$ cat config.mk
export PLATFORM = sky130hd
export DESIGN_NAME = rr_decode_arbiter_flat
export DESIGN_NICKNAME = d
export VERILOG_FILES = /design/src/rtl/rr_decode_arbiter_if.sv /design/src/rtl/rr_decode_arbiter.sv /design/src/flat_wrapper.sv
export SDC_FILE = /design/constraint.sdc
export NUM_CORES = 1
export LEC_CHECK = 0
export CORE_MARGIN = 8
export CORE_UTILIZATION = 32
export DETAILED_ROUTE_END_ITERATION = 8
export GPL_TIMING_DRIVEN = 1
export PLACE_DENSITY = 0.58
export SLEW_MARGIN = 20
export SYNTH_ARGS = -nofsm -noshare
export SYNTH_HDL_FRONTEND = slang
export SYNTH_SLANG_ARGS = --single-unit
$ cat constraint.sdc
create_clock -name clk -period 3.5 [get_ports clk]
set_input_delay 0.7 -clock clk [delete_from_list [all_inputs] [get_ports clk]]
set_output_delay 0.7 -clock clk [all_outputs]
set_load 0.05 [all_outputs]
$ cat src/rtl/rr_decode_arbiter_if.sv
// rr_decode_arbiter_if
//   Request/grant bundle between 8 requesters and the round-robin decode arbiter.
//   req       [7:0] level request, bit i is requester i
//   done            release strobe from the current grant owner
//   gnt       [7:0] one-hot grant (decode of gnt_idx while gnt_valid)
//   gnt_idx   [2:0] index of the current or most recent grantee
//   gnt_valid       high while a grant is held
//   timeout         one-cycle pulse when a grant is force-released by the hold limit
//   master: requester side; slave: arbiter side.
interface rr_decode_arbiter_if;
    logic [7:0] req;
    logic       done;
    logic [7:0] gnt;
    logic [2:0] gnt_idx;
    logic       gnt_valid;
    logic       timeout;

    modport master (
        output req,
        output done,
        input  gnt,
        input  gnt_idx,
        input  gnt_valid,
        input  timeout
    );

    modport slave (
        input  req,
        input  done,
        output gnt,
        output gnt_idx,
        output gnt_valid,
        output timeout
    );
endinterface

$ cat src/rtl/rr_decode_arbiter.sv
// rr_decode_arbiter
//   Round-robin arbiter sharing one 8-way decoded resource among 8 requesters.
//   Grants are held until the owner releases (done or request drop) or the
//   hold limit of MAX_HOLD cycles expires; one dead cycle (GAP) separates grants.
//   Ports:
//     clk    rising-edge clock
//     rst_n  asynchronous active-low reset
//     bus    rr_decode_arbiter_if.slave (req/done in, gnt/gnt_idx/gnt_valid/timeout out)
//   All outputs are registered.
module rr_decode_arbiter #(
    parameter int MAX_HOLD = 15
) (
    input  logic                   clk,
    input  logic                   rst_n,
    rr_decode_arbiter_if.slave     bus
);

    localparam int CW = $clog2(MAX_HOLD + 1);

    typedef enum logic [1:0] {
        IDLE,
        GRANT,
        GAP
    } state_t;

    state_t        state_q, state_d;
    logic [2:0]    ptr_q, ptr_d;
    logic [CW-1:0] hold_cnt_q, hold_cnt_d;
    logic [7:0]    gnt_q, gnt_d;
    logic [2:0]    gnt_idx_q, gnt_idx_d;
    logic          gnt_valid_q, gnt_valid_d;
    logic          timeout_q, timeout_d;

    logic [2:0]    sel_idx;
    logic          sel_found;
    logic [2:0]    cand;
    logic          release_w;
    logic          at_limit;

    // First set request scanning from ptr upward, wrapping 7 -> 0.
    always_comb begin
        sel_idx   = '0;
        sel_found = 1'b0;
        cand      = '0;
        for (int unsigned i = 0; i < 8; i++) begin
            cand = ptr_q + 3'(i);
            if (!sel_found && bus.req[cand]) begin
                sel_found = 1'b1;
                sel_idx   = cand;
            end
        end
    end

    assign release_w = bus.done | ~bus.req[gnt_idx_q];
    assign at_limit  = (hold_cnt_q == CW'(MAX_HOLD - 1));

    always_comb begin
        state_d     = state_q;
        ptr_d       = ptr_q;
        hold_cnt_d  = hold_cnt_q;
        gnt_d       = '0;
        gnt_idx_d   = gnt_idx_q;
        gnt_valid_d = 1'b0;
        timeout_d   = 1'b0;

        unique case (state_q)
            IDLE: begin
                if (sel_found) begin
                    state_d     = GRANT;
                    gnt_idx_d   = sel_idx;
                    hold_cnt_d  = '0;
                    gnt_d       = 8'b1 << sel_idx;
                    gnt_valid_d = 1'b1;
                end
            end
            GRANT: begin
                // Release has priority over the hold limit, so a release in
                // the limit cycle never produces a timeout pulse.
                if (release_w) begin
                    state_d = GAP;
                    ptr_d   = gnt_idx_q + 3'd1;
                end else if (at_limit) begin
                    state_d   = GAP;
                    ptr_d     = gnt_idx_q + 3'd1;
                    timeout_d = 1'b1;
                end else begin
                    hold_cnt_d  = hold_cnt_q + CW'(1);
                    gnt_d       = gnt_q;
                    gnt_valid_d = 1'b1;
                end
            end
            GAP: begin
                state_d = IDLE;
            end
            default: begin
                state_d = IDLE;
            end
        endcase
    end

    always_ff @(posedge clk or negedge rst_n) begin
        if (!rst_n) begin
            state_q     <= IDLE;
            ptr_q       <= '0;
            hold_cnt_q  <= '0;
            gnt_q       <= '0;
            gnt_idx_q   <= '0;
            gnt_valid_q <= 1'b0;
            timeout_q   <= 1'b0;
        end else begin
            state_q     <= state_d;
            ptr_q       <= ptr_d;
            hold_cnt_q  <= hold_cnt_d;
            gnt_q       <= gnt_d;
            gnt_idx_q   <= gnt_idx_d;
            gnt_valid_q <= gnt_valid_d;
            timeout_q   <= timeout_d;
        end
    end

    assign bus.gnt       = gnt_q;
    assign bus.gnt_idx   = gnt_idx_q;
    assign bus.gnt_valid = gnt_valid_q;
    assign bus.timeout   = timeout_q;

endmodule

$ cat src/flat_wrapper.sv
// flat-port wrapper written by rule: the top's interface ports become plain ports
module rr_decode_arbiter_flat 
#(
    parameter int MAX_HOLD = 15
)
  (clk, rst_n, bus_req, bus_done, bus_gnt, bus_gnt_idx, bus_gnt_valid, bus_timeout);
  rr_decode_arbiter_if bus_i ();
  input  logic clk;
  input  logic rst_n;
  input wire logic [$bits(bus_i.req)-1:0] bus_req;
  input wire logic [$bits(bus_i.done)-1:0] bus_done;
  output wire logic [$bits(bus_i.gnt)-1:0] bus_gnt;
  output wire logic [$bits(bus_i.gnt_idx)-1:0] bus_gnt_idx;
  output wire logic [$bits(bus_i.gnt_valid)-1:0] bus_gnt_valid;
  output wire logic [$bits(bus_i.timeout)-1:0] bus_timeout;
  assign bus_i.req = bus_req;
  assign bus_i.done = bus_done;
  assign bus_gnt = bus_i.gnt;
  assign bus_gnt_idx = bus_i.gnt_idx;
  assign bus_gnt_valid = bus_i.gnt_valid;
  assign bus_timeout = bus_i.timeout;
  rr_decode_arbiter #(.MAX_HOLD(MAX_HOLD)) u_core (.clk(clk), .rst_n(rst_n), .bus(bus_i));
endmodule
==> results of run 1 <==
==> registers in the layout, indices dropped and copies added, names as in the netlist <==
name / flops
u_core.bus.gnt: 8
u_core.bus.timeout: 1
u_core.bus.gnt_idx: 3
u_core.bus.gnt_valid: 1
u_core.hold_cnt_q: 4
u_core.state_q: 2
u_core.ptr_q: 3
==> routing by layer <==
metal	vias to the layer above	part of all wire, %
met1	867	46
met2	34	48
met3	10	4.2
met4	0	1.7
li1	837	-
met5	-	0
==> synth_stat cells, drive strengths merged, types with 3 or more instances <==
| library cell | number |
|---|---|
| ha | 5 |
| mux2i | 16 |
| o22ai | 3 |
| nand3 | 7 |
| nand2 | 22 |
| o21ai | 8 |
| inv | 10 |
| a32o | 4 |
| buf | 9 |
| mux4 | 15 |
| dfrtp | 22 |
| xor2 | 3 |
| or2 | 3 |
| nand2b | 3 |
| mux2 | 8 |
| nand3b | 3 |
| a21oi | 8 |
| o31ai | 6 |
| xnor2 | 4 |
| a221oi | 3 |
| nor2 | 14 |
==> through the flow <==
| step | hold slack (ns) | instance area [um^2] | std cells | worst slack (ns) | utilization (%) |
|---|---|---|---|---|---|
| 2_1_floorplan | 0.404 | 2020 | 202 | 0.245 | - |
| 3_3_place_gp | 0.475 | 2430 | 310 | 0.0611 | 38.9 |
| 3_5_place_dp | 0.478 | 2430 | 310 | -0.0191 | 38.9 |
| 4_1_cts | 0.496 | 2470 | 313 | 0.259 | 39.5 |
| 5_1_grt | 0.415 | 2460 | 313 | 0.0299 | 39.5 |
| 6_report | 0.388 | 2460 | 313 | 0.243 | 39.5 |
==> cell type report <==
class / instances / area (um^2)
inverter: 10 / 37.5
multi-input combinational: 159 / 1370
sequential: 22 / 551
tap: 77 / 96.3
clock buffer: 3 / 41.3
fill: 629 / 3780
timing repair buffer: 42 / 368
==> cell families after synthesis <==
kind of cell,after synthesis,synth area share (%)
mux,39,30.1
simple gates,62,14.7
flops,22,27.2
xor+xnor,7,3.03
buf+inv,21,5.13
fa+ha+maj,5,3.09
compound gates,46,16.8
==> how the worst min path moves through the flow <==
| stage | slack, ns | cells after the start | start | end |
|---|---|---|---|---|
| after floorplan | 0.40 | 0 | rst_n | u_core.bus.gnt[0] |
| after global placement | 0.47 | 2 | u_core.bus.gnt[5] | u_core.bus.gnt[5] |
| after detailed placement | 0.48 | 2 | u_core.bus.gnt[5] | u_core.bus.gnt[5] |
| after CTS | 0.50 | 2 | u_core.bus.gnt[5] | u_core.bus.gnt[5] |
| after global routing | 0.41 | 1 | rst_n | u_core.bus.gnt[1] |
| final | 0.39 | 1 | rst_n | u_core.bus.gnt[6] |
==> worst reg2reg max path, delay by kind of cell, from the launching register on <==
family,cells,cell delay (ns)
multiplexers,2,0.53
flip-flops,1,0.38
AO/OA/AOI/OAI,6,1.42
buffers and inverters,3,0.53
adder cells (fa/ha/maj),1,0.29
==> flow_summary_export.csv, run 1 <==
group,metric,value,unit
min_path,hold_class,"in2async",
finish,layout_common_cells,"nand2_1 (22), clkdlybuf4s50_1 (22), dfrtp_1 (22)",
timing,rsz0062_at_grt,"false",
setup_path,reg2reg_from,"u_core.ptr_q[1]",
clocking,clockRootBuffer,"clkbuf_8",
global_routing,use_met2,20.3,%
detailed_routing,routed-via-count,1748,
yosys,synth_top_area_share,27.2,%
yosys,synthTopCellsByArea,"dfrtp_1 (27%), mux4_2 (17%), mux2i_1 (7.4%)",
finish,fin_nets,254,
yosys,ys_seq_area_share,27.2,%
timing,fmax,0.307,GHz
floorplan,ios,24,
setup_path,worst-path-buf-inv,1,
global_routing,grt_max_degree,23,
run_status,status,"complete, no violations",
detailed_routing,wl,5270,um
yosys,synth_top_area_cell,"dfrtp_1",
clocking,cts_resized,0,
place,place.gp.congestion,0.880,
yosys,syn_inst,202,
floorplan,die_h,95.5,um
detailed_routing,final_antenna_net_count,0,
yosys,synth_cell_types,47,
yosys,synth_area,2020,um^2
global_routing,grtUsageMet1,15.6,%
floorplan,row_count,29,
detailed_routing,dr.pass1.iters,4,
clocking,path_clk_slew,0.08,ns
yosys,synthArstFlopShare,100,%
detailed_routing,routed_via_density,5.58,
flow_run,cap_violations,0,
clocking,cts_inserted_buffers,3,
timing,finalMaxSlewViolations,0,
place,dp_hpwl,4030,um
yosys,syn-num-nets,218,
setup_path,r2r-end,"u_core.bus.gnt[2]",
floorplan,core_area,6240,um^2
floorplan,die_area,9120,um^2
yosys,synth.avg_cell_area,10.0,um^2
setup_path,start_kind,"input port",
setup_path,cp.required,3.67,ns
timing,min_period,3.26,ns
floorplan,initial_core_util,32.4,%
clocking,cts_tree,"yes",
setup_path,crit_fanout,9,
global_routing,grt_pass1_vias,1804,
place,port-buffer-count,23,
setup_path,endpoint,"u_core.bus.gnt[1]",
global_routing,grt_antenna_before_repair,0,
clocking,cts_hold_buf,0,
timing,setup_tns,0,ns
yosys,synth_warnings,0,
yosys,ys.flop_type,"dfrtp_1",
finish,area_growth_syn_to_layout,21.7,%
setup_path,rrSetupSlack,0.30,ns
setup_path,cp.depth,8,
detailed_routing,drc,0,
setup_path,cp_slowest_stage_delay,0.59,ns
floorplan,fp.dieW,95.5,um
timing,worstMarginPinSlew,0.520,ns
detailed_routing,avgRoutedWirePerCell,16.8,um
detailed_routing,drt-initial-drc-count,145,
timing,setup_viol,0,
timing,worst_slew_margin_rel,65.3,%
global_routing,overflow,0,
finish,drive_above_1_share,22.5,%
clocking,post_cts_buffers,0,
clocking,cts.sinks,22,
setup_path,cp-end-kind,"flip-flop",
clocking,clock_latency,0.26,ns
setup_path,rr_worst_depth,12,
global_routing,grt_pass1_wl,9030,um
clocking,clockBufferDepth,2,
global_routing,grt_most_used_layer,"met2",
setup_path,crit_arrival,3.43,ns
yosys,ys_ff_latch,22,
clocking,htreeDepth,1,
setup_path,cp_slowest_cell,"mux4_2",
timing,finalCritPeriodShare,93.1,%
setup_path,criticalPathCategory,"in2reg",
timing,finClkSkew,0.00139,ns
timing,hold_viol_final,0,
setup_path,cp-startpoint,"bus_req[3]",
yosys,synth_edf_count,0,
setup_path,crit_family,"compound AO/OA/AOI/OAI gates",
global_routing,grt_use_total,12.4,%
setup_path,crit_path_cell_trace,"clkdlybuf4s50_1 > mux4_2 > a311o_1 > a21oi_1 > a221oi_1 > or3_1 > a31o_1 > o31ai_1",
global_routing,met3_usage,2.91,%
finish,antenna_cells,0,
Power of run 1 is left out: the tool's default activity adds up to more than one toggle a clock period on the data nets, which glitch-free logic cannot reach.
==> run 2: changes to the inputs <==
--- a/config.mk
+++ b/config.mk
@@ -5,6 +5,7 @@
 export SDC_FILE = /design/constraint.sdc
 export NUM_CORES = 1
 export LEC_CHECK = 0
+export CAP_MARGIN = 10
 export CORE_MARGIN = 8
 export CORE_UTILIZATION = 32
 export DETAILED_ROUTE_END_ITERATION = 8
==> results of run 2 <==
Final layout, timing and power as in run 1 (identical DEF).
Power of run 2 is left out for the same reason.
==> run 3: changes to the inputs <==
--- a/config.mk
+++ b/config.mk
@@ -8,6 +8,7 @@
 export CAP_MARGIN = 10
 export CORE_MARGIN = 8
 export CORE_UTILIZATION = 32
+export CTS_CLUSTER_DIAMETER = 30
 export DETAILED_ROUTE_END_ITERATION = 8
 export GPL_TIMING_DRIVEN = 1
 export PLACE_DENSITY = 0.58
==> results of run 3 <==
Final layout, timing and power as in run 1 (identical DEF).
Power of run 3 is left out for the same reason.
